### src/rtl/seq_counter_prog.sv
// Programmable sequence counter: steps through a run-time loaded table of
// codes in forward, reverse, ping-pong or hold mode over a programmable
// length, with a registered wrap/turnaround pulse and a length-error pulse.
module seq_counter_prog #(
  parameter int WIDTH = 3,
  parameter int DEPTH = 8,
  parameter int AW    = $clog2(DEPTH)
) (
  input  logic             clk,
  input  logic             reset_n,
  input  logic             en,
  input  logic [1:0]       mode,
  input  logic             sync_clr,
  input  logic             cfg_we,
  input  logic [AW-1:0]    cfg_addr,
  input  logic [WIDTH-1:0] cfg_data,
  input  logic             len_we,
  input  logic [AW:0]      len_data,
  output logic [WIDTH-1:0] count,
  output logic [AW-1:0]    idx,
  output logic             wrap,
  output logic             cfg_err
);

  typedef enum logic [1:0] {
    MODE_FWD  = 2'b00,
    MODE_REV  = 2'b01,
    MODE_PP   = 2'b10,
    MODE_HOLD = 2'b11
  } mode_t;

  localparam logic [AW:0] DEPTH_L = (AW+1)'(DEPTH);

  logic [WIDTH-1:0] table_q [DEPTH];
  logic [AW:0]      len_q;
  logic             dir_up_q;

  logic             len_ok;
  logic             len_load;
  logic             addr_ok;
  logic [AW:0]      len_eff;
  logic [AW:0]      idx_w;
  logic [AW:0]      last;
  logic [AW:0]      last_m1;
  logic             step;

  logic             load;
  logic [AW-1:0]    nxt_idx;
  logic             nxt_dir_up;
  logic             nxt_wrap;
  logic [WIDTH-1:0] nxt_code;

  assign len_ok   = (len_data != '0) && (len_data <= DEPTH_L);
  assign len_load = len_we && len_ok;
  assign addr_ok  = ({1'b0, cfg_addr} < DEPTH_L);
  // A legal length written on this edge already governs this edge's step,
  // so the index never lands outside the new length.
  assign len_eff  = len_load ? len_data : len_q;
  assign idx_w    = {1'b0, idx};
  assign last     = len_eff - (AW+1)'(1);
  assign last_m1  = len_eff - (AW+1)'(2);
  assign step     = en && (mode_t'(mode) != MODE_HOLD);

  // Next index / direction / wrap selection, in edge priority order.
  always_comb begin
    // NOTE: every output of this block gets a default first, so no path can
    // leave one unassigned and infer a latch.
    load       = 1'b0;
    nxt_idx    = idx;
    nxt_dir_up = dir_up_q;
    nxt_wrap   = 1'b0;
    if (sync_clr) begin
      load       = 1'b1;
      nxt_idx    = '0;
      nxt_dir_up = 1'b1;
    end else if (len_load && (len_data <= idx_w)) begin
      load       = 1'b1;
      nxt_idx    = '0;
      nxt_dir_up = 1'b1;
    end else if (step) begin
      load = 1'b1;
      if (idx_w >= len_eff) begin
        // Out-of-range index recovers silently to the start.
        nxt_idx    = '0;
        nxt_dir_up = 1'b1;
      end else begin
        case (mode_t'(mode))
          MODE_FWD: begin
            if (idx_w == last) begin
              nxt_idx  = '0;
              nxt_wrap = 1'b1;
            end else begin
              nxt_idx = idx + AW'(1);
            end
          end
          MODE_REV: begin
            if (idx == '0) begin
              nxt_idx  = last[AW-1:0];
              nxt_wrap = 1'b1;
            end else begin
              nxt_idx = idx - AW'(1);
            end
          end
          MODE_PP: begin
            if (len_eff == (AW+1)'(1)) begin
              nxt_idx  = '0;
              nxt_wrap = 1'b1;
            end else if (dir_up_q) begin
              if (idx_w == last) begin
                nxt_idx    = last_m1[AW-1:0];
                nxt_dir_up = 1'b0;
                nxt_wrap   = 1'b1;
              end else begin
                nxt_idx = idx + AW'(1);
              end
            end else begin
              if (idx == '0) begin
                nxt_idx    = AW'(1);
                nxt_dir_up = 1'b1;
                nxt_wrap   = 1'b1;
              end else begin
                nxt_idx = idx - AW'(1);
              end
            end
          end
          default: begin
            nxt_idx = idx;
          end
        endcase
      end
    end
  end

  // Code for the index being loaded, with write-first bypass of a same-edge table write.
  always_comb begin
    nxt_code = table_q[nxt_idx];
    if (cfg_we && (cfg_addr == nxt_idx)) begin
      nxt_code = cfg_data;
    end
  end

  // Table, length, index, count and pulse registers.
  always_ff @(posedge clk or negedge reset_n) begin
    if (!reset_n) begin
      // NOTE: the table is reset on purpose: its identity contents are part of
      // the reset state, so it must live in flops rather than a plain RAM.
      for (int i = 0; i < DEPTH; i++) begin
        table_q[i] <= WIDTH'(i);
      end
      len_q    <= DEPTH_L;
      idx      <= '0;
      dir_up_q <= 1'b1;
      count    <= '0;
      wrap     <= 1'b0;
      cfg_err  <= 1'b0;
    end else begin
      // NOTE: non-blocking assignments so every register samples the
      // pre-edge values computed above, independent of statement order.
      if (cfg_we && addr_ok) begin
        table_q[cfg_addr] <= cfg_data;
      end
      if (len_load) begin
        len_q <= len_data;
      end
      if (load) begin
        idx   <= nxt_idx;
        count <= nxt_code;
      end
      dir_up_q <= nxt_dir_up;
      wrap     <= nxt_wrap;
      cfg_err  <= len_we && !len_ok;
    end
  end

endmodule

### config.mk
export PLATFORM = sky130hd
export DESIGN_NAME = seq_counter_prog
export DESIGN_NICKNAME = d
export VERILOG_FILES = /design/src/rtl/seq_counter_prog.sv
export SDC_FILE = /design/constraint.sdc
export NUM_CORES = 1
export LEC_CHECK = 0
export ABC_AREA = 1
export BUFFER_PORTS_ARGS = -buffer_cell sky130_fd_sc_hd__buf_4
export CORE_MARGIN = 10
export CORE_UTILIZATION = 40
export DETAILED_ROUTE_END_ITERATION = 12
export PLACE_DENSITY_LB_ADDON = 0.12
export SLEW_MARGIN = 20
export SYNTH_ARGS = -nofsm -noshare
export SYNTH_HDL_FRONTEND = slang
export SYNTH_SLANG_ARGS = --single-unit
### constraint.sdc
create_clock -name clk -period 3.45 [get_ports clk]
set_input_delay 1.035 -clock clk [delete_from_list [all_inputs] [get_ports clk]]
set_output_delay 1.035 -clock clk [all_outputs]
set_load 0.1 [all_outputs]
* After elaboration in Yosys (flattened, before gate mapping)
Cells that the tools add are included.
** Storage, ports and cells
- Register bits after elaboration :: 37
- Bits in latches :: 0
- Memory bits (writable) :: 0
- Memory bits (read-only) :: 0
- Input bits :: 18
- Output and inout bits :: 8
- Memories :: 0
** Cells by class
- $add $sub $neg :: 4
- Multipliers :: 0
- Divide/modulo/power cells :: 0
- Magnitude comparators :: 6
- Equality and inequality tests :: 7
- Shift operators :: 0
- Mux-type cells :: 39
- Bitwise operators :: 2
- Reductions and logical operators :: 14
** Operators by type and width (number)
- 3-bit two-way mux :: 14
- 24-bit bitwise mux :: 1
- 1-bit two-way mux :: 19
- 3-bit binary-select mux with 3-bit select :: 1
- 3-bit demux with 3-bit select :: 1
- 3-bit one-hot mux with 3 select lines :: 1
- 4-bit greater-or-equal comparator (second input constant) :: 2
- 3-bit inverter with 4-bit output :: 2
- 4-bit nonzero test :: 2
- 1-bit logical AND :: 7
- 3-bit by 4-bit equality test with 1-bit output :: 1
- 4-bit by 1-bit equality test with 1-bit output (second input constant) :: 1
- 3-bit by 4-bit greater-or-equal comparator with 1-bit output :: 1
- 4-bit by 3-bit less-or-equal comparator with 1-bit output :: 1
- 4-bit less-or-equal comparator (second input constant) :: 1
- 4-bit by 1-bit less-than comparator with 1-bit output (second input constant) :: 1
- 4-bit two-way mux :: 1
- 4-bit inequality test (second input constant) :: 1
- 4-bit by 1-bit subtractor with 4-bit output (second input constant) :: 1
- 3-bit by 1-bit adder with 3-bit output (second input constant) :: 1
- 3-bit equality test :: 1
- 3-bit zero test :: 1
- 1-bit one-hot mux with 3 select lines :: 1
- 3-bit AND reduction :: 1
- 8 further kinds :: 8

* Logic depth before layout (Yosys ltp)
- Word-level depth :: 19
- Mapped depth :: 27
- Depth with buffers taken out :: 27

* Least setup slack after synthesis
Ideal clock, no wire load.
- Path type :: input -> register
- Start point :: input len_data[0]
- End point :: register count[0]
- Setup time :: 121 ps
- Arrival time :: 3285 ps
- Required time :: 3329 ps
- Path slack :: 45 ps
- Stages :: 21
- Path buffers :: 0
- Cell sequence :: nor2_4 nand3_2 nand3_2 nand2_2 ha_1 inv_1 nand2_1 maj3_2 a21oi_1 or2_1 nand2_2 nor2_4 nand2_1 nand2_4 nand2_1 nand2_2 nand3_2 nand2_1 nor2_1 nor2_1 nor2_1
** Between the ends
- Cells in the longest elaborated chain, start to end :: 19
** RTL lines
- start: declaration :: RTL line 18 : input logic [AW:0] len_data,
- 4-bit less-or-equal comparator or 4-bit nonzero test (tied branches) :: RTL line 53 : assign len_ok = (len_data != '0) && (len_data <= DEPTH_L);
- 1-bit logical AND :: RTL line 53
- 1-bit logical AND :: RTL line 54 : assign len_load = len_we && len_ok;
- 4-bit two-way mux
- 4-bit by 1-bit subtractor with 4-bit output :: RTL line 60 : assign last = len_eff - (AW+1)'(1);
- 3-bit by 4-bit equality test with 1-bit output :: RTL line 89, 109
- 3-bit two-way mux :: RTL line 109 : if (idx_w == last) begin
- 3-bit two-way mux :: RTL line 108 : end else if (dir_up_q) begin
- (+2 left out)
- 3-bit two-way mux :: RTL line 82 : if (idx_w >= len_eff) begin
- 3-bit two-way mux :: RTL line 80 : end else if (step) begin
- 3-bit two-way mux :: RTL line 76 : end else if (len_load && (len_data <= idx_w)) begin
- 3-bit two-way mux :: RTL line 72 : if (sync_clr) begin
- 3-bit inverter with 4-bit output (not written as such) :: RTL line 136 : nxt_code = table_q[nxt_idx];
- 3-bit binary-select mux with 3-bit select :: RTL line 136
- 3-bit two-way mux (not written as such) (2 in series) :: RTL line 136
- 3-bit two-way mux :: RTL line 137 : if (cfg_we && (cfg_addr == nxt_idx)) begin
- end signal: assignment :: RTL line 167 : count <= nxt_code;
- end: declaration :: RTL line 19 : output logic [WIDTH-1:0] count,
Parallel ways exist; a longest one is shown, timed or not. The select of a mux whose other input is x is not followed.
A chain may end at the register's enable or synchronous reset.

* Worst setup path after layout
- Start point :: input len_data[1]
- End point :: register count[0]
Same word-level chain as after synthesis.

==> run metrics <==
status=finished clean; Clock Latency Late Sink=approximately 290 ps; vias in the first global route=2476; worst hold path type=flip-flop to flip-flop; Final Hold Viols=0; placed cells=a little under 500; Final nets=448; htree depth=2; Worst VDD drop=roughly 300 uV; xor/xnor share of the synthesized area=0.341%; Layout area overhead=28.6%; layout cells sized above 1=between 30% and 40%; root buf cell=clkbuf_8; synthesized instance count=approximately 350; IO Port Bufs=25; ranking of synthesized cells by area=dfrtp_1 (22%), dfstp_2 (14%), nand2_1 (13%); Worst Hold Launch=count[2]; initial antenna violation count=0; crit end category=flip-flop; Int Power=roughly 0.001 W; clk slew on worst S/H paths=~70 ps; Worst setup endpoint=count[0]; Detailed Routing Iterations Pass 1=4; highest clock rate=0.300 GHz; Worst setup SP type=input port; CTS Hold Buffers Added=0; syn nets=roughly 380; chip width=roughly 100 um; Site Rows=29; endpoints failing setup=0; Worst Max-Slew Pin Slew=around 570 ps; Switch Pwr=0.000641 W; TritonCTS buffer count=5; warnings from Yosys=0; largest family of logic cells by synthesized area=simple AND/OR/NAND/NOR gates; post-synth top area share=between 20% and 30%; logic gate share of total power=41.2%; multi-input logic area=1490 um^2; CTS tree=yes; Via density=4.97; Adder-Cell Fraction of Synth Area=5.32%; Final Wtd Congestion=between 0.8 and 0.9; Pins Over Slew Limit=0; die area=10000 um^2; DP HPWL=5370 um; Post-synth ARST share=100%; crit share post-route=approximately 97%; largest net degree at the start of global routing=38; # IOs=26; # fillers=about 630; area leader, netlist=dfrtp_1; Synth cell types=31; Routed Antenna Nets=0; simple-gate share of the synthesized area=approximately two fifths; crit-path max FO=6; Final Skew=between 6 and 7 ps; Residual DRC=0; Final WS setup=roughly 120 ps; max-cap viol count=0; Static Leak=around 1.7 nW; total grt overflow=0; placed cell areas=roughly 3100 um^2; post-route insts no fill=498; WP data arrival=3560 ps; Min Clock Period, post-route=3330 ps; EDFF count, synth=0; Pwr per Cell Area=around 500 nW/um^2; initial DRC count=86; Core Util, Final=52.6%; Synth Area per Inst=7.27 um^2; Vias=between 2000 and 2500; Place WS=-165 ps; compound-gate portion of the synthesized area=under 10%; Die H=100 um; relative slew slack=61.7%; Seq cells post-synth=37; clock share of power=a little under a quarter; WS Path Type=input port to flip-flop; Critical Path Start=len_data[1]; Routed WL=just under 7000 um; # diodes=0; design area=roughly 3300 um^2; Initial Util=40.9%; sequential power share=a little over a third; sw frac=between 30% and 40%; sequential area share after synthesis=36.8%; Routed WL per cell=about 14 um; reg2reg end=count[0]; r2r setup slk=690 ps; core footprint=~6300 um^2; post-synthesis mux area share=0%; R2R cell count=17; Total Routing Usage GR=roughly 14%; critical path required time=3670 ps; Reg area=roughly 940 um^2; first-pass GRT wire length=about 12000 um; top_reg_cell synth=dfrtp_1; Clock Sinks=37; worst r2r src=idx[2]; Cell Area, Synth=around 2600 um^2; Max Root-Sink Buffers=2
logic make-up after synthesis:
group                      Yosys count
buffers and inverters               46
adders and majority gates           11
and+or+nand+nor                    215
AOI/OAI and AO/OA                   43
DFF                                 37
xor gates and xnor gates             1
per-layer routing:
metal / global-route usage, % / part of all wire [%]
met1: 16.4 / 45
met5: 0 / 0
met3: 2.88 / 2.8
met4: 4.67 / 1.1
met2: 24.1 / 51
cells in the final DEF (no fill, tap or decap), types with 2 or more instances in the layout:
cell type / instances
nor3_1: 3
nand2_4: 4
a21oi_1: 11
inv_2: 4
nand3b_1: 3
a31oi_1: 2
ha_1: 9
inv_1: 38
nand2_1: 84
nand3_1: 63
nand2_2: 17
nor2_2: 5
dfrtp_1: 23
nand4_1: 2
clkbuf_8: 5
buf_6: 4
a21oi_2: 2
buf_4: 58
nand3_2: 8
nor2_1: 21
o21ai_0: 25
dfstp_2: 14
nor2_4: 2
worst min-delay path by stage:
stage / cells past startpoint / end
5_1_grt: 2 / table_q[22]
2_1_floorplan: 2 / table_q[21]
3_5_place_dp: 2 / table_q[7]
4_1_cts: 2 / table_q[7]
3_3_place_gp: 2 / table_q[7]
6_report: 2 / count[2]
worst max-delay path, cell delays in order:
cell	delay [ps]
buf_6	100
nor2_4	120
nand2_2	80
nand3_2	80
nand3_2	80
nand2_2	100
ha_4	200
inv_2	60
nand2_2	50
maj3_2	300
a21oi_2	110
or2_1	120
nand2_2	70
nor2_4	190
nand2_4	140
buf_12	160
nand3b_1	100
nand3_1	80
nand3_1	90
nand2_1	60
nor2_1	110
nor2_1	50
nor2_1	90
cells in the mapped netlist, drive strengths merged (2+ instances only):
library cell / n
nand3: 72
o21ai: 25
a31oi: 2
nand3b: 3
nor3: 3
nand4: 2
ha: 10
buf: 3
nand2: 105
inv: 42
dfstp: 14
a21oi: 13
nor2: 28
or2: 2
a21boi: 2
dfrtp: 23
power by group through the flow:
stage	logic, W	clock network [W]	registers (W)
6_report	0.000676	0.000380	0.000584
5_1_grt	0.000750	0.000404	0.000596
4_1_cts	0.000648	0.000389	0.000585
3_5_place_dp	0.000645	0	0.000592
3_3_place_gp	0.000639	0	0.000589
2_1_floorplan	0.000331	0	0.000694
stage by stage:
step,hold WS (ps),setup TNS (ps),total power (W)
final,486,0,0.00164
after global routing,523,-41.6,0.00175
after CTS,493,0,0.00162
after detailed placement,474,-468,0.00124
after global placement,469,-191,0.00123
after floorplan,444,0,0.00102
registers in the layout (all words and copies together) (netlist names):
signal / count
idx: 3
cfg_err: 1
table_q: 24
dir_up_q: 1
len_q: 4
count: 3
wrap: 1
final cells by class:
type,count,share of cell area (%)
multi-input combinational,271,45.1
sequential,37,28.6
timing repair buffer,63,15.2
inverter,42,4.78
tap,77,2.92
clock buffer,5,2.09
clock inverter,3,1.40
what timing repair did:
item / 4_1_cts / 5_1_grt
gates resized for setup: 0 / 14
buffers inserted: 0 / 3
setup endpoints to repair: 0 / 3
No activity file was read; power rests on OpenSTA's default activity.
